<file path="src/rtl/wb_reg_file_if.sv">
// Bus bundle between the MEM/WB pipeline register / ID stage and the
// write-back register file. master drives the pipeline-side inputs,
// slave is the register file itself.
interface wb_reg_file_if #(
  parameter int unsigned DATA_W = 32,
  parameter int unsigned ADDR_W = 5,
  parameter int unsigned CNT_W  = 32
);
  logic              Reg_w;
  logic              Mem_to_reg;
  logic [DATA_W-1:0] ALU_Result;
  logic [DATA_W-1:0] MemReadData;
  logic [ADDR_W-1:0] RdAddr;
  logic [ADDR_W-1:0] RsAddr;
  logic [ADDR_W-1:0] RtAddr;
  logic [DATA_W-1:0] RsData;
  logic [DATA_W-1:0] RtData;
  logic [DATA_W-1:0] WB_Data;
  logic [CNT_W-1:0]  WB_Count;

  modport master (
    output Reg_w, Mem_to_reg, ALU_Result, MemReadData, RdAddr, RsAddr, RtAddr,
    input  RsData, RtData, WB_Data, WB_Count
  );

  modport slave (
    input  Reg_w, Mem_to_reg, ALU_Result, MemReadData, RdAddr, RsAddr, RtAddr,
    output RsData, RtData, WB_Data, WB_Count
  );
endinterface

</file>
<file path="src/rtl/wb_reg_file.sv">
// Write-back stage and 2^ADDR_W-entry architectural register file.
// Selects ALU/load data, commits it at posedge, serves two combinational
// read ports and counts committed writes (wrapping counter).
// Optional macro WB_BYPASS_EN: read ports return WB_Data in the same cycle
// when their address matches a pending commit.
module wb_reg_file #(
  parameter int unsigned DATA_W = 32,
  parameter int unsigned ADDR_W = 5,
  parameter int unsigned CNT_W  = 32
) (
  input logic         clk,
  input logic         rst,
  wb_reg_file_if.slave bus
);
  localparam int unsigned NumRegs = 2 ** ADDR_W;

  logic [DATA_W-1:0] regs_q [NumRegs];
  logic [DATA_W-1:0] regs_d [NumRegs];
  logic [CNT_W-1:0]  cnt_q, cnt_d;
  logic [DATA_W-1:0] wb_data;
  logic              commit;

  // Write-back mux; purely combinational, unaffected by reset.
  always_comb begin
    wb_data = bus.Mem_to_reg ? bus.MemReadData : bus.ALU_Result;
  end

  // Next-state: one commit per cycle, register 0 never written.
  always_comb begin
    commit = bus.Reg_w && (bus.RdAddr != '0) && !rst;
    regs_d = regs_q;
    cnt_d  = cnt_q;
    if (commit) begin
      regs_d[bus.RdAddr] = wb_data;
      cnt_d              = cnt_q + CNT_W'(1);
    end
    regs_d[0] = '0;
  end

  // State update; async reset clears every register and the counter at once.
  always_ff @(posedge clk or posedge rst) begin
    if (rst) begin
      regs_q <= '{default: '0};
      cnt_q  <= '0;
    end else begin
      regs_q <= regs_d;
      cnt_q  <= cnt_d;
    end
  end

  // Read ports; address 0 and reset force zero, optional same-cycle bypass.
  always_comb begin
    bus.RsData = regs_q[bus.RsAddr];
    bus.RtData = regs_q[bus.RtAddr];
`ifdef WB_BYPASS_EN
    if (commit && (bus.RsAddr == bus.RdAddr)) bus.RsData = wb_data;
    if (commit && (bus.RtAddr == bus.RdAddr)) bus.RtData = wb_data;
`endif
    if (rst || (bus.RsAddr == '0)) bus.RsData = '0;
    if (rst || (bus.RtAddr == '0)) bus.RtData = '0;
  end

  // Output mirrors.
  always_comb begin
    bus.WB_Data  = wb_data;
    bus.WB_Count = cnt_q;
  end
endmodule

</file>
<file path="src/flat_wrapper.sv">
// flat-port wrapper written by rule: the top's interface ports become plain ports
module wb_reg_file_flat 
#(
  parameter int unsigned DATA_W = 32,
  parameter int unsigned ADDR_W = 5,
  parameter int unsigned CNT_W  = 32
)
  (clk, rst, bus_Reg_w, bus_Mem_to_reg, bus_ALU_Result, bus_MemReadData, bus_RdAddr, bus_RsAddr, bus_RtAddr, bus_RsData, bus_RtData, bus_WB_Data, bus_WB_Count);
  wb_reg_file_if #(.DATA_W(DATA_W), .ADDR_W(ADDR_W), .CNT_W(CNT_W)) bus_i ();
  input logic clk;
  input logic rst;
  input wire logic [$bits(bus_i.Reg_w)-1:0] bus_Reg_w;
  input wire logic [$bits(bus_i.Mem_to_reg)-1:0] bus_Mem_to_reg;
  input wire logic [$bits(bus_i.ALU_Result)-1:0] bus_ALU_Result;
  input wire logic [$bits(bus_i.MemReadData)-1:0] bus_MemReadData;
  input wire logic [$bits(bus_i.RdAddr)-1:0] bus_RdAddr;
  input wire logic [$bits(bus_i.RsAddr)-1:0] bus_RsAddr;
  input wire logic [$bits(bus_i.RtAddr)-1:0] bus_RtAddr;
  output wire logic [$bits(bus_i.RsData)-1:0] bus_RsData;
  output wire logic [$bits(bus_i.RtData)-1:0] bus_RtData;
  output wire logic [$bits(bus_i.WB_Data)-1:0] bus_WB_Data;
  output wire logic [$bits(bus_i.WB_Count)-1:0] bus_WB_Count;
  assign bus_i.Reg_w = bus_Reg_w;
  assign bus_i.Mem_to_reg = bus_Mem_to_reg;
  assign bus_i.ALU_Result = bus_ALU_Result;
  assign bus_i.MemReadData = bus_MemReadData;
  assign bus_i.RdAddr = bus_RdAddr;
  assign bus_i.RsAddr = bus_RsAddr;
  assign bus_i.RtAddr = bus_RtAddr;
  assign bus_RsData = bus_i.RsData;
  assign bus_RtData = bus_i.RtData;
  assign bus_WB_Data = bus_i.WB_Data;
  assign bus_WB_Count = bus_i.WB_Count;
  wb_reg_file #(.DATA_W(DATA_W), .ADDR_W(ADDR_W), .CNT_W(CNT_W)) u_core (.clk(clk), .rst(rst), .bus(bus_i));
endmodule
</file>
<file path="config.mk">
export PLATFORM = sky130hd
export DESIGN_NAME = wb_reg_file_flat
export DESIGN_NICKNAME = d
export VERILOG_FILES = /design/src/rtl/wb_reg_file_if.sv /design/src/rtl/wb_reg_file.sv /design/src/flat_wrapper.sv
export SDC_FILE = /design/constraint.sdc
export NUM_CORES = 2
export LEC_CHECK = 0
export CORE_ASPECT_RATIO = 1.25
export CORE_MARGIN = 4
export CORE_UTILIZATION = 35
export CTS_CLUSTER_DIAMETER = 40
export DETAILED_ROUTE_END_ITERATION = 16
export GPL_ROUTABILITY_DRIVEN = 0
export PLACE_DENSITY = 0.51
export SLEW_MARGIN = 20
export SYNTH_ARGS = -nofsm -noshare
export SYNTH_HDL_FRONTEND = slang
export SYNTH_SLANG_ARGS = --single-unit
</file>
<file path="constraint.sdc">
create_clock -name clk -period 67.6 [get_ports clk]
set_clock_uncertainty 0.1 [all_clocks]
set_input_delay 13.52 -clock clk [delete_from_list [all_inputs] [get_ports clk]]
set_output_delay 13.52 -clock clk [all_outputs]
set_load 0.05 [all_outputs]
</file>
# Word-level counts from Yosys, hierarchy flattened
# Cells that the tools add are included.
[word_totals] regBits=1024
[classes] order_cmp=4 bitwise=3 mux=12 add_sub_neg=1 reduce_logical=9
[op_table] cell="1024-bit bitwise mux" n=1
[op_table] cell="32-bit binary-select mux with 5-bit select" n=2
[op_table] cell="32-bit 2-to-1 mux" n=8
[op_table] cell="32-bit demux with 5-bit select" n=1
[op_table] cell="32-bit by 1-bit adder with 32-bit output, second input constant" n=1
[op_table] cell="6-bit >= comparator, second input constant" n=3
[op_table] cell="5-bit NOT with 6-bit output" n=3
[op_table] cell="5-bit zero test" n=2
[op_table] cell="6-bit by 1-bit < comparator with 1-bit output, second input constant" n=1
[op_table] cell="5-bit nonzero test" n=1
[op_table] cell="1-bit logical AND" n=3
[op_table] cell="1-bit logical OR" n=2
[op_table] cell="1-bit zero test" n=1

# Longest topological paths before layout
[depth] word_depth=6 ltp_mapped=9 mapped_depth_nobuf=5

# Worst setup path before layout
# OpenSTA, ideal clock, no wires.
[synth_timing] path_kind="input to output" start="in rst" end="out bus_RsData[31]" t_required_ns=53.980 slack_ns=14.209 path_stages=3 arrival_time_ns=39.771 path_buffers=0 cell_sequence="inv_1 nand3_1 o221ai_1"
[synth_between] elab_chain_len=2
[synth_lines] element="from (decl)" line="flat_wrapper.sv:11" rtl="input logic rst;"
[synth_lines] element="1-bit logical OR" line="wb_reg_file.sv:59" rtl="if (rst || (bus.RsAddr == '0)) bus.RsData = '0;"
[synth_lines] element="32-bit 2-to-1 mux" line="wb_reg_file.sv:59"
[synth_lines] element="to (decl)" line="flat_wrapper.sv:19" rtl="output wire logic [$bits(bus_i.RsData)-1:0] bus_RsData;"
# Every way passes these cells.

# Final worst setup path
[layout_timing] start="in bus_RtAddr[0]" end="out bus_RtData[12]"
[layout_between] elab_chain_len=5 elab_cells_between_ends=7 classes_between="4 x mux; 1 x bitwise; 2 x reduce/logical"
[layout_lines] element="from (decl)" line="flat_wrapper.sv:18" rtl="input wire logic [$bits(bus_i.RtAddr)-1:0] bus_RtAddr;"
[layout_lines] element="5-bit NOT with 6-bit output (implied by the code)" line="wb_reg_file.sv:54" rtl="bus.RtData = regs_q[bus.RtAddr];"
[layout_lines] element="32-bit binary-select mux with 5-bit select" line="wb_reg_file.sv:54"
[layout_lines] element="32-bit 2-to-1 mux (implied by the code) (2 in series)" line="wb_reg_file.sv:54"
[layout_lines] element="32-bit 2-to-1 mux *" line="wb_reg_file.sv:60" rtl="if (rst || (bus.RtAddr == '0)) bus.RtData = '0;"
[layout_lines] element="to (decl)" line="flat_wrapper.sv:20" rtl="output wire logic [$bits(bus_i.RtData)-1:0] bus_RtData;"
# Every way passes the cells marked *; elsewhere a longest branch is shown, timed or not. The select of a mux whose other input is x is not followed.

==> results.cfg <==
[min_path]
min-delay-start = u_core.bus.WB_Count[31]$_DFFE_PP0P_
hold_class = register to register

[sta]
setup_viol = 0
fin_crit_sh_pct = 47.86
rsz0062_at_grt = no
fin_setup_tns_ps = 0
finalMaxSlewViolations = 0
finalWorstSetupSlack_ps = 35250
finalHoldViolCount = 0
period_needed_ps = 32350
relSlewSlack_pct = 23.15
fmax_mhz = 30.91
tightest_slew_ps = 1153

[synth]
synth.largest_area_cell = dfrtp_1
synth_area_per_cell_um2 = 11.14
synth.net_count = 4822
synthArstFlopShare_pct = 100.0
synth_cell_type_count = 53
syn-cell-area_um2 = 52800
yosysSeqAreaShare_pct = 48.53
netlist.area_leader.share_pct = 48.53
ys.flop_type = dfrtp_1
ys_warn_count = 0
ys_seq_elements = 1024
synth_area_leaders = dfrtp_1 (49%), mux4_2 (19%), mux2i_1 (5.4%)
syn_inst = 4738
synth_edf_count = 0

[finish]
fillCellCount = 14310
drive_gt1_share_pct = 19.04
seq_area_um2 = 25620
postLayoutCellArea_um2 = 62280
mostFrequentLayoutCell = dfrtp_1
final_cell_mix = dfrtp_1 (1024), nor2_1 (583), nand2_1 (559), a21oi_1 (514), mux4_2 (448)
fin_nets = 4819
diodes = 0
multi_input_area_um2 = 25460
area_growth_pct = 17.96

[global_routing]
grt_overflow_total = 0
grt_start_max_net_pins = 156
grt_pass1_vias = 39954
track_usage_pct = 23.55
grt_pass1_wl_um = 275700
antenna_found_initial = 1

[clocking]
holdBufCountCts = 0
cts_buffers = 161
clockBufferDepth = 3
cts_root_buf = clkbuf_16
cts.clk_slew.worst_paths_ps = 50
cts_sinks = 1024
cts_tree = yes
cts_setup_buffers = 0
htree_levels = 4
post_cts_resized = 0
clk_latency_ps = 780

[critical_path]
slowest_delay_ps = 830
critPathTopFamily = buffers and inverters
worstSetupPathType = primary input to output pin
path_cells = buf_8 -> buf_4 -> buf_4 -> buf_4 -> buf_4 -> mux4_2 -> mux2i_1 -> a221o_1 -> o221ai_1 -> clkdlybuf4s50_1
crit_top_cell = buf_4
cp.required_ps = 53980
crit_path_start_kind = primary input
startpoint = bus_RtAddr[0]
worstPathMaxFanout = 37
crit_buf_inv = 6
r2r_start = u_core.bus.WB_Count[13]$_DFFE_PP0P_
worstPathArrival_ps = 18730
critPathSlowestCell = clkdlybuf4s50_1
worstSetupEndpointType = output pin

[die]
core_area_um2 = 150000
die_area_um2 = 157200
floorplan.initialDensity_pct = 35.20
top_level_ports = 211
die_y_um = 442.2
row_count = 159
die_w_um = 355.4

[outcome]
status = finished clean

[route]
drt_iter0_markers = 2831
totalWireLength_um = 184700
postRouteAntennaNets = 0
drc = 0
post_drt_wl_per_cell_um = 26.84
firstDrtPassIters = 7
vias = 38746
avgViaCountPerCell = 5.631

[place]
place_worst_setup_slack_ps = 35120
place_area_um2 = 56660
dp_hpwl_um = 103700
io_buffer_count = 210

[pwr]
peakVddDrop_v = 0.00003236
p_leak_uw = 0.02631
p_per_area_nw_per_um2 = 32.16

[run]
max_cap_violations = 0
-- state kept, by name, indices dropped and copies added, names as in the netlist --
name	count
u_core.regs_q	992
u_core.bus.WB_Count	32
-- stage by stage --
step	util (%)	total power, uW	instances	hold slack (ps)
after floorplan	-	1057	4738	360.9
after global placement	37.76	1158	6579	366.6
after detailed placement	37.77	1169	6580	364.9
after CTS	41.45	2018	6877	379.6
after global routing	41.52	2093	6881	398.4
final	41.52	2003	6881	380.2
-- logic make-up after synthesis --
family / count (synthesis) / share of synthesized area, %
buffers and inverters: 516 / 4.337
xor gates and xnor gates: 31 / 0.5142
adders and majority gates: 1 / 0.02369
and+or+nand+nor: 1236 / 9.271
AOI/OAI and AO/OA: 1192 / 12.70
DFF: 1024 / 48.53
muxes: 738 / 24.62
-- where the power goes --
part / leakage (uW) / switching, uW / internal, uW / total (uW)
logic: 0.0103 / 190 / 175 / 366
clock network: 0.00269 / 321 / 523 / 843
registers: 0.0133 / 77.4 / 716 / 794
total: 0.0263 / 588 / 1410 / 2000
-- routing by layer --
layer	share of wire, %	vias to the layer above	global-route usage (%)	wire length (um)
met5	0	-	0	0
met3	5.4	338	4.064	10030
li1	-	17326	-	-
met4	3.2	0	7.888	5937
met1	41	19911	30.04	75880
met2	50	1171	40.57	92820
-- synth_stat cells, types with 5 or more instances --
cell type and count:
o21ai_1 396, buf_6 7, xnor2_1 22, buf_2 143, o21ai_0 88, buf_1 9
xor2_1 9, buf_4 32, o221ai_1 61, nor2_2 12, inv_1 37, nor3b_1 5
mux4_2 448, a21oi_1 514, nand4_1 9, nand2_1 570, nor2_1 583, clkbuf_1 287
dfrtp_1 1024, a221o_1 60, and3_1 7, a211oi_1 60, nand2b_1 5, nand3_1 17
mux2i_1 286
-- worst paths after layout --
kind | endpoint | slack (ps) | cells past startpoint
max | bus_RtData[12] | 35250 | 10
min | u_core.bus.WB_Count[31]$_DFFE_PP0P_ | 380 | 1
max reg2reg | u_core.bus.WB_Count[31]$_DFFE_PP0P_ | 65580 | 5
min reg2reg | u_core.bus.WB_Count[31]$_DFFE_PP0P_ | 380 | 1
max in group asynchronous | u_core.regs_q[147]$_DFFE_PP0P_ | 50250 | 6
min in group asynchronous | u_core.regs_q[579]$_DFFE_PP0P_ | 13370 | 2
-- cell type report --
cell class,count,area share (%)
clock inverter,99,1.696
clock buffer,198,7.154
inverter,38,0.2491
sequential,1024,41.14
timing repair buffer,312,4.832
tap,2012,4.042
multi-input combinational,3198,40.88
Note: power is estimated with default switching activity, not from simulation.
